==> src/rtl/router_in_port_pkg.sv <==
// Shared types for the router input port: packet layout and receiver states.
package router_in_port_pkg;

    localparam int BYTES_PER_PKT = 4;

    typedef struct packed {
        logic [3:0]  src;
        logic [3:0]  dest;
        logic [23:0] data;
    } pkt_t;

    typedef enum logic {
        IDLE,
        RECV
    } rx_state_t;

endpackage

==> src/rtl/router_in_port_if.sv <==
// Link from the byte-serial sender plus the head/grant path to the crossbar.
interface router_in_port_if
    import router_in_port_pkg::*;
#(
    parameter int DEPTH = 4
);
    localparam int CW = $clog2(DEPTH) + 1;

    logic          put;
    logic [7:0]    payload;
    logic          free;
    logic          head_valid;
    pkt_t          head_pkt;
    logic [3:0]    head_dest;
    logic          grant;
    logic [CW-1:0] count;
    logic          proto_err;

    modport master (
        output put, payload, grant,
        input  free, head_valid, head_pkt, head_dest, count, proto_err
    );

    modport slave (
        input  put, payload, grant,
        output free, head_valid, head_pkt, head_dest, count, proto_err
    );

endinterface

==> src/rtl/router_in_port_pkt_fifo.sv <==
// Pointer-based packet FIFO with a combinational head read.
module pkt_fifo
    import router_in_port_pkg::*;
#(
    parameter  int DEPTH = 4,
    localparam int AW    = $clog2(DEPTH),
    localparam int CW    = AW + 1
) (
    input  logic          clock,
    input  logic          reset,
    input  logic          push,
    input  logic          pop,
    input  pkt_t          din,
    output pkt_t          dout,
    output logic [CW-1:0] count,
    output logic          full,
    output logic          empty
);
    localparam logic [AW:0] ONE = {{AW{1'b0}}, 1'b1};

    logic [AW:0] wr_ptr;
    logic [AW:0] rd_ptr;
    pkt_t        mem [DEPTH];

    always_ff @(posedge clock or posedge reset) begin
        if (reset) begin
            wr_ptr <= '0;
            rd_ptr <= '0;
        end else begin
            if (push) wr_ptr <= wr_ptr + ONE;
            if (pop)  rd_ptr <= rd_ptr + ONE;
        end
    end

    always_ff @(posedge clock) begin
        if (push) mem[wr_ptr[AW-1:0]] <= din;
    end

    assign dout  = mem[rd_ptr[AW-1:0]];
    assign count = wr_ptr - rd_ptr;
    assign empty = (wr_ptr == rd_ptr);
    // Extra pointer bit tells a wrapped (full) FIFO from an empty one
    assign full  = (wr_ptr[AW] != rd_ptr[AW]) &&
                   (wr_ptr[AW-1:0] == rd_ptr[AW-1:0]);

endmodule

==> src/rtl/router_in_port.sv <==
// Router input port: reassembles 4-byte packets, buffers them, throttles the sender.
module router_in_port
    import router_in_port_pkg::*;
#(
    parameter int DEPTH  = 4,
    parameter int PORTID = 0
) (
    input  logic clock,
    input  logic reset,
    router_in_port_if.slave bus
);
    localparam int CW = $clog2(DEPTH) + 1;
    localparam logic [1:0] LAST = 2'(BYTES_PER_PKT - 1);

    rx_state_t     state;
    rx_state_t     state_next;
    logic [1:0]    byte_cnt;
    logic [23:0]   sh;
    logic          free_q;
    logic          err_q;
    logic          push;
    logic          pop;
    logic          full;
    logic          empty;
    logic [CW-1:0] fcount;
    logic [CW-1:0] count_next;
    pkt_t          pkt_w;
    pkt_t          head;

    assign pkt_w = {sh, bus.payload};
    assign pop   = bus.grant && !empty;

    always_comb begin
        state_next = state;
        push       = 1'b0;
        unique case (state)
            IDLE: if (bus.put && free_q) state_next = RECV;
            RECV: if (bus.put && byte_cnt == LAST) begin
                state_next = IDLE;
                push       = !full || pop;
            end
            default: state_next = IDLE;
        endcase
    end

    assign count_next = fcount + CW'(push) - CW'(pop);

    always_ff @(posedge clock or posedge reset) begin
        if (reset) begin
            state    <= IDLE;
            byte_cnt <= '0;
            sh       <= '0;
            free_q   <= 1'b1;
            err_q    <= 1'b0;
        end else begin
            state  <= state_next;
            free_q <= (state_next == IDLE) && (count_next < CW'(DEPTH));
            unique case (state)
                IDLE: if (bus.put) begin
                    if (free_q) begin
                        sh[23:16] <= bus.payload;
                        byte_cnt  <= 2'd1;
                    end else begin
                        err_q <= 1'b1;
                    end
                end
                RECV: if (bus.put) begin
                    byte_cnt <= (byte_cnt == LAST) ? 2'd0 : byte_cnt + 2'd1;
                    if (byte_cnt == 2'd1) sh[15:8] <= bus.payload;
                    if (byte_cnt == 2'd2) sh[7:0]  <= bus.payload;
                    // Bounced packet is still stored; only flagged
                    if (byte_cnt == LAST && pkt_w.dest == 4'(PORTID))
                        err_q <= 1'b1;
                end
                default: byte_cnt <= '0;
            endcase
        end
    end

    pkt_fifo #(.DEPTH(DEPTH)) u_fifo (
        .clock (clock),
        .reset (reset),
        .push  (push),
        .pop   (pop),
        .din   (pkt_w),
        .dout  (head),
        .count (fcount),
        .full  (full),
        .empty (empty)
    );

    assign bus.free       = free_q;
    assign bus.head_valid = !empty;
    assign bus.head_pkt   = head;
    assign bus.head_dest  = head.dest;
    assign bus.count      = fcount;
    assign bus.proto_err  = err_q;

endmodule

==> src/flat_wrapper.sv <==
// flat-port wrapper written by rule: the top's interface ports become plain ports
module router_in_port_flat import router_in_port_pkg::*;
#(
    parameter int DEPTH  = 4,
    parameter int PORTID = 0
)
  (clock, reset, bus_put, bus_payload, bus_grant, bus_free, bus_head_valid, bus_head_pkt, bus_head_dest, bus_count, bus_proto_err);
  router_in_port_if #(.DEPTH(DEPTH)) bus_i ();
  input  logic clock;
  input  logic reset;
  input wire logic [$bits(bus_i.put)-1:0] bus_put;
  input wire logic [$bits(bus_i.payload)-1:0] bus_payload;
  input wire logic [$bits(bus_i.grant)-1:0] bus_grant;
  output wire logic [$bits(bus_i.free)-1:0] bus_free;
  output wire logic [$bits(bus_i.head_valid)-1:0] bus_head_valid;
  output wire logic [$bits(bus_i.head_pkt)-1:0] bus_head_pkt;
  output wire logic [$bits(bus_i.head_dest)-1:0] bus_head_dest;
  output wire logic [$bits(bus_i.count)-1:0] bus_count;
  output wire logic [$bits(bus_i.proto_err)-1:0] bus_proto_err;
  assign bus_i.put = bus_put;
  assign bus_i.payload = bus_payload;
  assign bus_i.grant = bus_grant;
  assign bus_free = bus_i.free;
  assign bus_head_valid = bus_i.head_valid;
  assign bus_head_pkt = bus_i.head_pkt;
  assign bus_head_dest = bus_i.head_dest;
  assign bus_count = bus_i.count;
  assign bus_proto_err = bus_i.proto_err;
  router_in_port #(.DEPTH(DEPTH), .PORTID(PORTID)) u_core (.clock(clock), .reset(reset), .bus(bus_i));
endmodule
==> config.mk <==
export PLATFORM = sky130hd
export DESIGN_NAME = router_in_port_flat
export DESIGN_NICKNAME = d
export VERILOG_FILES = /design/src/rtl/router_in_port_pkg.sv /design/src/rtl/router_in_port_if.sv /design/src/rtl/router_in_port_pkt_fifo.sv /design/src/rtl/router_in_port.sv /design/src/flat_wrapper.sv
export SDC_FILE = /design/constraint.sdc
export NUM_CORES = 1
export LEC_CHECK = 0
export BUFFER_PORTS_ARGS = -buffer_cell sky130_fd_sc_hd__buf_2
export CORE_AREA = 2 2 121 123
export DETAILED_ROUTE_END_ITERATION = 12
export DIE_AREA = 0 0 123 125
export SLEW_MARGIN = 5
export SYNTH_ARGS = -nofsm -noshare
export SYNTH_HDL_FRONTEND = slang
export SYNTH_HIERARCHICAL = 1
export SYNTH_SLANG_ARGS = --single-unit
==> constraint.sdc <==
create_clock -name clock -period 3.8 [get_ports clock]
set_clock_uncertainty 0.15 [all_clocks]
set_input_delay 0.76 -clock clock [delete_from_list [all_inputs] [get_ports clock]]
set_output_delay 0.76 -clock clock [all_outputs]
set_load 0.02 [all_outputs]
==> impl_metrics.tcl <==
set metrics [dict create \
    status "complete, no violations" \
    worstSetupEndpointType "primary output" \
    path_class "reg2out" \
    hpwlAfterDp_um 6740 \
    drc_errors 0 \
    core.rowCount 44 \
    p_leak_nw 2.71 \
    cts_buffer_depth 2 \
    grt_antenna_before_repair 0 \
    area_growth_pct 17.0 \
    crit_fanout 34 \
    hold_buffers 0 \
    cts_made_buffers 17 \
    ios 54 \
    layout_setup_ws_ps 667 \
    cts_root_buffer "clkbuf_16" \
    fillers 1157 \
    grt_pass1_wl_um 17600 \
    grt_usage_pct 16.0 \
    p_per_area_nw_per_um2 840 \
    htree_num_levels 4 \
    cts_tree "built" \
    ctsResizeCount 0 \
    async_reset_ff_share_pct 21.5 \
    synth.avg_cell_area_um2 21.1 \
    seq_area_frac_synth_pct 74.0 \
    yosysTopAreaCell "edfxtp_1" \
    hp-class "in2async" \
    ys_top_cells_by_area "edfxtp_1, dfrtp_1, mux4_2" \
    grt_pass1_vias 3085 \
    synth_edf_count 128 \
    yosys-top-cells-count "edfxtp_1, dfrtp_1, mux4_2" \
    fin_total_pwr_mw 6.27 \
    crit_path_cell_trace "buf_4 -> mux4_1 -> buf_2" \
    period_minus_slack_ps 3130 \
    max-cap-violations 0 \
    synthFlopType "edfxtp_1" \
    postRouteAntennaNets 0 \
    crit_slowest_cell "mux4_1" \
    fp.dieH_um 125 \
    crit_path_max_incr_delay_ps 690 \
    gr-total-overflow 0 \
    final_nets 392 \
    core_area_um2 14200 \
    placement.io_buffers 53 \
    min_period_over_period_pct 82.4 \
    yosysMostFrequentCell "edfxtp_1" \
    place_congestion 0.720 \
    worstMarginPinSlew_ps 698 \
    drive_gt1_share_pct 39.2 \
    seq_area_um2 4720 \
    max_slew_margin_pct 53.5 \
    critPathLaunchType "flop" \
    start_util_pct 44.9 \
    routed_wl_um 11100 \
    fin_setup_tns_ps 0 \
    firstDrtPassIters 4 \
    cts_setup_buffers 0 \
    insertedDiodeCount 0 \
    vias 2929 \
    ys_ff_latch 163 \
    ir_worst_vdd_uv 732 \
    grt_setup_unrepaired "no" \
    arrival_ps 2220 \
    synth_nets 327 \
    routed_via_density 5.19 \
    ys_types 35 \
    numClockSinks 163 \
    syn_area_um2 6380 \
    ys_warn_count 6 \
    setup_viol 0 \
    syn-instance-count 302 \
    slew_viol_final 0 \
    crit_required_ps 2890 \
    drt_iter0_drc 131 \
    place_area_um2 6840 \
    multi_input_area_um2 1470 \
    clkSlewWorstSetupHoldPaths_ps 60 \
    final_cell_area_um2 7470 \
    clk_latency_ps 420 \
    wl_per_cell_um 19.7 \
    die_area_um2 15400 \
    dpl_worst_slack_ps 808 \
    yosysTopAreaCellShare_pct 60.2 \
    grt_max_degree 35 \
    die_w_um 123 \
    hold_viol 0 \
    max_freq_mhz 319 \
]
## cell families (layout without fill, tap and decap cells)
| kind of cell | Yosys count | count (layout) | share of synthesized area (%) |
|---|---|---|---|
| compound gates | 10 | 10 | 0.902 |
| xor+xnor | 7 | 7 | 0.960 |
| fa+ha+maj | 13 | 13 | 2.67 |
| buf+inv | 28 | 106 | 3.10 |
| flops | 163 | 163 | 74.0 |
| mux | 57 | 57 | 15.9 |
| simple gates | 24 | 24 | 2.55 |
## critical path: cells and delay by family (launching register included)
family | cells | cell delay [ps]
muxes | 1 | 690
buffers and inverters | 2 | 760
DFF | 1 | 350
## cell usage in the layout (no fill, tap or decap), types with 2 or more instances in the layout
cell type   instances
a31oi_1             2
buf_12              4
ha_1               12
and2_1              4
dfrtp_1            33
mux2_2             25
mux4_1              3
buf_4               3
a21oi_1             2
edfxtp_1          128
clkbuf_1            2
clkbuf_8            3
inv_1              14
o21ai_0             4
nor2_1              2
clkinv_2            3
nand3_4             2
nor2b_1             2
mux4_2             29
clkbuf_16          17
bufinv_16           4
nand2_1             6
xnor2_1             3
xor2_1              4
buf_2              53
clkinvlp_4          2
## area by class of cell
| type | instances | area share [%] |
|---|---|---|
| multi-input cells | 111 | 19.6 |
| clock buffers | 22 | 6.35 |
| inverters | 14 | 0.704 |
| clock inverters | 10 | 2.06 |
| repair buffers | 60 | 4.93 |
| flip-flops and latches | 163 | 63.2 |
| well taps | 184 | 3.08 |
## per-stage QoR
stage / utilization [%] / hold WS (ps) / cells
2_1_floorplan: - / 310 / 302
3_3_place_gp: 48.1 / 307 / 532
3_5_place_dp: 48.1 / 310 / 532
4_1_cts: 52.6 / 112 / 564
5_1_grt: 52.6 / 124 / 564
6_report: 52.6 / 118 / 564
## worst paths after layout
path | from | end | slack [ps] | cells after the start
setup / recovery | u_core/u_fifo/rd_ptr[0] | bus_head_pkt[0] | 670 | 3
hold / removal | reset | u_core/u_fifo/rd_ptr[0] | 120 | 2
setup reg to reg | u_core/u_fifo/wr_ptr[0] | u_core/u_fifo/mem[3][20] | 810 | 9
hold reg to reg | u_core/bus.proto_err | u_core/bus.proto_err | 320 | 1
max in group asynchronous | reset | u_core/bus.free | 2890 | 3
min in group clock | u_core/bus.proto_err | u_core/bus.proto_err | 320 | 1
## state kept, by name (all words and copies together), names as in the netlist
register              count
u_core/u_fifo/wr_ptr      3
u_core/bus.proto_err      1
u_core/state              1
u_core/bus.free           1
u_core/sh                24
u_core/byte_cnt           2
u_core/u_fifo/rd_ptr      3
u_core/u_fifo/mem       128
## routing by layer
metal	part of all wire (%)	up-vias	wire length, um	global-route usage, %
met1	44	1542	4860	21.3
met2	51	53	5720	25.4
met4	1.9	0	215	6.42
met5	0	-	0	0
li1	-	1319	-	-
met3	2.9	15	321	3.83
## power breakdown
part	total (mW)	internal (mW)	switching, mW	leakage, nW
registers	2.60	2.36	0.244	1.57
logic	1.88	0.821	1.06	0.838
clock network	1.79	1.15	0.647	0.304
No activity file was read; power rests on OpenSTA's default activity.
